===== config.mk =====
export PLATFORM = sky130hd
export DESIGN_NAME = vedic_pp_accum_seq
export DESIGN_NICKNAME = d
export VERILOG_FILES = /design/src/rtl/vedic_pp_accum_seq.sv
export SDC_FILE = /design/constraint.sdc
export NUM_CORES = 1
export LEC_CHECK = 0
export BUFFER_PORTS_ARGS = -buffer_cell sky130_fd_sc_hd__buf_2
export CORE_MARGIN = 2
export CORE_UTILIZATION = 60
export DETAILED_ROUTE_END_ITERATION = 10
export PLACE_DENSITY = 0.85
export REMOVE_ABC_BUFFERS = 1
export SETUP_SLACK_MARGIN = 0.05
export SYNTH_ARGS = -nofsm -noshare
export SYNTH_HDL_FRONTEND = slang
export SYNTH_HIERARCHICAL = 1
export SYNTH_SLANG_ARGS = --single-unit

===== constraint.sdc =====
create_clock -name clk -period 6.2 [get_ports clk]
set_clock_uncertainty 0.2 [all_clocks]
set_input_delay 1.55 -clock clk [delete_from_list [all_inputs] [get_ports clk]]
set_output_delay 1.55 -clock clk [all_outputs]
set_load 0.01 [all_outputs]

===== src/rtl/vedic_pp_accum_seq.sv =====
// ---------------------------------------------------------------------------
// vedic_pp_accum_seq
//   Sequential partial-product accumulator for an N x N Vedic multiplier.
//   Four (N/2)x(N/2) partial products are combined into the 2N-bit product.
//   One S-bit ripple slice, built from full_adder cells with a registered
//   carry, performs every addition. Each pass takes K = 2N/S slice steps.
//     pass ADD1 : acc = {q3,q0} + (q1 << N/2)
//     pass ADD2 : acc = acc     + (q2 << N/2)
//
// Ports
//   clk      in   1   clock, rising edge
//   rst      in   1   synchronous reset, active-high
//   start    in   1   request; sampled only in IDLE
//   q0..q3   in   N   partial products aL*bL, aH*bL, aL*bH, aH*bH
//   busy     out  1   high during ADD1/ADD2
//   done     out  1   one-cycle pulse; product/err valid
//   product  out  2N  result; held until the next done
//   err      out  1   a pass overflowed its top slice
// ---------------------------------------------------------------------------

module full_adder (
    input  logic a_i,
    input  logic b_i,
    input  logic c_i,
    output logic s_o,
    output logic c_o
);
    assign s_o = a_i ^ b_i ^ c_i;
    assign c_o = (a_i & b_i) | (a_i & c_i) | (b_i & c_i);
endmodule

module vedic_pp_accum_seq #(
    parameter int N = 8,
    parameter int S = 4
) (
    input  logic           clk,
    input  logic           rst,
    input  logic           start,
    input  logic [N-1:0]   q0,
    input  logic [N-1:0]   q1,
    input  logic [N-1:0]   q2,
    input  logic [N-1:0]   q3,
    output logic           busy,
    output logic           done,
    output logic [2*N-1:0] product,
    output logic           err
);
    localparam int W  = 2 * N;
    localparam int K  = W / S;
    localparam int IW = (K > 1) ? $clog2(K) : 1;

    typedef enum logic [1:0] {IDLE, ADD1, ADD2, DONE} state_t;

    state_t         state_q;
    logic [W-1:0]   acc_q, op1_q, op2_q, product_q;
    logic [IW-1:0]  idx_q;
    logic           carry_q, err_int_q, err_q, busy_q, done_q;

    // Operand and accumulator slices currently under the adder
    logic [S-1:0]   acc_sl, op_sl, sum_sl;
    logic [S:0]     rc;
    logic [W-1:0]   acc_d;
    logic           last_slice;

    always_comb begin
        acc_sl = acc_q[idx_q*S +: S];
        op_sl  = (state_q == ADD2) ? op2_q[idx_q*S +: S] : op1_q[idx_q*S +: S];
    end

    assign rc[0] = carry_q;

    for (genvar g = 0; g < S; g++) begin : g_fa
        full_adder u_fa (
            .a_i (acc_sl[g]),
            .b_i (op_sl[g]),
            .c_i (rc[g]),
            .s_o (sum_sl[g]),
            .c_o (rc[g+1])
        );
    end

    always_comb begin
        acc_d               = acc_q;
        acc_d[idx_q*S +: S] = sum_sl;
    end

    assign last_slice = (idx_q == IW'(K - 1));

    always_ff @(posedge clk) begin
        if (rst) begin
            state_q   <= IDLE;
            acc_q     <= '0;
            op1_q     <= '0;
            op2_q     <= '0;
            idx_q     <= '0;
            carry_q   <= 1'b0;
            err_int_q <= 1'b0;
            err_q     <= 1'b0;
            busy_q    <= 1'b0;
            done_q    <= 1'b0;
            product_q <= '0;
        end else begin
            done_q <= 1'b0;
            case (state_q)
                IDLE: begin
                    if (start) begin
                        acc_q     <= {q3, q0};
                        op1_q     <= {{N{1'b0}}, q1} << (N / 2);
                        op2_q     <= {{N{1'b0}}, q2} << (N / 2);
                        idx_q     <= '0;
                        carry_q   <= 1'b0;
                        err_int_q <= 1'b0;
                        busy_q    <= 1'b1;
                        state_q   <= ADD1;
                    end
                end
                ADD1, ADD2: begin
                    acc_q <= acc_d;
                    if (last_slice) begin
                        // Top-slice carry leaves the 2N-bit result; it only
                        // marks inconsistent partial products.
                        idx_q     <= '0;
                        carry_q   <= 1'b0;
                        err_int_q <= err_int_q | rc[S];
                        if (state_q == ADD1) begin
                            state_q <= ADD2;
                        end else begin
                            state_q   <= DONE;
                            busy_q    <= 1'b0;
                            done_q    <= 1'b1;
                            product_q <= acc_d;
                            err_q     <= err_int_q | rc[S];
                        end
                    end else begin
                        idx_q   <= idx_q + 1'b1;
                        carry_q <= rc[S];
                    end
                end
                DONE: begin
                    state_q <= IDLE;
                end
                default: begin
                    state_q <= IDLE;
                    busy_q  <= 1'b0;
                end
            endcase
        end
    end

    assign busy    = busy_q;
    assign done    = done_q;
    assign product = product_q;
    assign err     = err_q;

endmodule

==> results.sh <==
export IMPL_combinationalPowerShare_pct=21.8
export IMPL_maxCapViolCount=0
export IMPL_layout_commonest_cell="dfxtp_1"
export IMPL_wl_per_cell_um=16.1
export IMPL_avgSynthCellArea_um2=9.21
export IMPL_hold_viol_final=0
export IMPL_setup_viol=0
export IMPL_swShare_pct=30.5
export IMPL_clock_latency_ps=340
export IMPL_slew_violations=0
export IMPL_grt_max_degree=38
export IMPL_r2r_start="idx_q[0]"
export IMPL_place_congestion=0.900
export IMPL_die_area_mm2=0.00575
export IMPL_ys_ff_latch=57
export IMPL_grt_pass1_vias=2487
export IMPL_wl_mm=7.17
export IMPL_final_area_mm2=0.00348
export IMPL_p_leak_nw=1.35
export IMPL_cts_sinks=57
export IMPL_dpl_worst_slack_ps=2180
export IMPL_period_minus_slack_ps=4100
export IMPL_drtIter0Drc=225
export IMPL_worstSetupEndpointType="flip-flop"
export IMPL_synth_top_flop_cell="dfxtp_1"
export IMPL_area_growth_pct=12.3
export IMPL_clock_power_share_pct=32.6
export IMPL_antenna_found_initial=0
export IMPL_drt_pass1_iterations=4
export IMPL_critical_path_arrival_ps=4150
export IMPL_tightest_slew_ps=1130
export IMPL_root_buffer="clkbuf_8"
export IMPL_powerDensity_mw_per_mm2=263
export IMPL_whs_ps=259
export IMPL_critPathRequiredTime_ps=6240
export IMPL_synth_cell_types=43
export IMPL_drtAntennaViolNets=0
export IMPL_place_area_mm2=0.00331
export IMPL_synth_area_mm2=0.00310
export IMPL_cts_made_buffers=9
export IMPL_htree_levels=3
export IMPL_cts_resized=0
export IMPL_grt_pass1_wl_mm=11.5
export IMPL_coreArea_mm2=0.00504
export IMPL_dp_hpwl_mm=4.96
export IMPL_synth_edf_count=0
export IMPL_fmax_ghz=0.244
export IMPL_status="finished, final reports clean"
export IMPL_whs_path_depth=2
export IMPL_final_cells=445
export IMPL_internal_power_mw=0.636
export IMPL_dr_wl_met2_mm=3.36
export IMPL_fin_crit_sh_pct=66.2
export IMPL_reg2reg_slack_ps=2100
export IMPL_dr_total_vias=2724
export IMPL_routed_via_density=6.12
export IMPL_grt_ovfl_total=0
export IMPL_min_from="op2_q[8]"
export IMPL_clock_path_buffers=2
export IMPL_critPathKind="flip-flop to flip-flop"
export IMPL_hold_path_endpoint="op2_q[8]"
export IMPL_cts_tree="built"
export IMPL_clk_pin_slew_ps=60
export IMPL_peakVddDrop_uv=162
export IMPL_drc=0
export IMPL_tns_ps=0
export IMPL_synth_warnings=6
export IMPL_fillers=426
export IMPL_drive_above_1_share_pct=23.5
export IMPL_layout_common_cells="dfxtp_1 (57), buf_2 (53), nand2_1 (35)"
export IMPL_hold_buffers=0
export IMPL_multi_input_area_mm2=0.00178
export IMPL_final_seq_area_mm2=0.00114
export IMPL_rsz0062_at_grt="false"
export IMPL_fin_ws_ps=2100
export IMPL_io_buffers=53
export IMPL_synthCells=336
export IMPL_r2r_end="acc_q[11]"
export IMPL_met1_length_mm=3.09
export IMPL_nets=421
export IMPL_cts_setup_buffers=0
export IMPL_diodes=0
export IMPL_io_pins=54
export IMPL_die_w_um=75.8
export IMPL_crit_fanout=21
export IMPL_seqPwrFrac_pct=45.6
export IMPL_ys_seq_area_share_pct=36.9
export IMPL_grtUsageTotal_pct=27.1
export IMPL_num_rows=26
export IMPL_min_path_type="flip-flop to flip-flop"
export IMPL_dp_cells=431
export IMPL_r2r_cells=7
export IMPL_p_sw_mw=0.279
export IMPL_worstSetupStartpointType="flip-flop"
export IMPL_top_layer="met4"
export IMPL_start_util_pct=61.4
export IMPL_relSlewSlack_pct=24.3
export IMPL_ys_async_sr_fraction_pct=0
export IMPL_wl_met3_um=497
export IMPL_die_y_um=75.8
how the worst max path moves through the flow:
stage | startpoint | end | slack (ps) | cells after the start
after global placement | idx_q[0] | acc_q[15] | 2310 | 7
after global routing | idx_q[0] | acc_q[11] | 1950 | 7
after CTS | idx_q[0] | acc_q[11] | 2150 | 7
after detailed placement | idx_q[0] | acc_q[11] | 2180 | 7
final | idx_q[0] | acc_q[11] | 2100 | 7
after floorplan | idx_q[0] | acc_q[3] | 2480 | 7
critical path, stage by stage (launching register included):
cell and delay [ps]:
dfxtp_1 830, mux4_2 620, fa_1 450, fa_1 400, fa_1 390, fa_1 640
a32oi_1 170, a221oi_1 300
cell usage after synthesis (all sizes together) (5+ instances only):
cell type  instances  area share [%]
clkbuf             9             1.1
a31oi             13             2.6
nand3b            10             2.4
a221oi             6             1.9
ha                10             4.0
dfxtp             57              37
a311oi             8             2.3
a21oi             23             3.7
buf               21             3.8
o21bai             5             1.2
a211oi            20             4.9
o22ai              8             1.6
a32oi              5             1.4
nand2             36             4.4
nor2              30             3.7
nor2b             17             3.4
inv                6            0.73
o41ai              9             4.7
mux2i              8             2.6
through the flow:
| stage | utilization, % | power, mW |
|---|---|---|
| after floorplan | - | 0.555 |
| after global placement | 65.7 | 0.613 |
| after detailed placement | 65.7 | 0.620 |
| after CTS | 68.9 | 0.916 |
| after global routing | 68.9 | 0.958 |
| final | 68.9 | 0.914 |
sequential cells by signal (all words and copies together), names as in the netlist:
signal     cells
acc_q         16
busy           1
carry_q        1
done           1
err            1
err_int_q      1
idx_q          2
op1_q          8
op2_q          8
product       16
state_q        2
area by class of cell:
| cell class | count | share of cell area (%) |
|---|---|---|
| clock buffers | 14 | 4.68 |
| inverters | 6 | 0.648 |
| repair buffers | 55 | 8.06 |
| flip-flops and latches | 57 | 32.8 |
| multi-input cells | 243 | 51.3 |
| well taps | 70 | 2.52 |
cell families (layout without fill, tap and decap cells):
logic type               Yosys count  in the layout  synth area share [%]
buffers and inverters             36             75                  5.70
multiplexers                      13             13                  5.86
AND/OR/NAND/NOR                  111            111                  18.9
AO/OA/AOI/OAI                    105            105                  26.0
flip-flops                        57             57                  36.9
adder cells (fa/ha/maj)           14             14                  6.63
power by group through the flow:
stage	Sequential (mW)	Combinational, mW	Clock [mW]
floorplan	0.417	0.138	0
global placement	0.423	0.190	0
detailed placement	0.424	0.196	0
CTS	0.416	0.197	0.302
global route	0.420	0.219	0.319
finish	0.417	0.200	0.298
per-layer routing:
metal  global-route usage (%)  vias up
met2                     42.3      109
met4                     16.0        0
li1                         -     1321
met5                        0        -
met3                     5.82       25
met1                     34.4     1269
No activity file was read; power rests on OpenSTA's default activity.
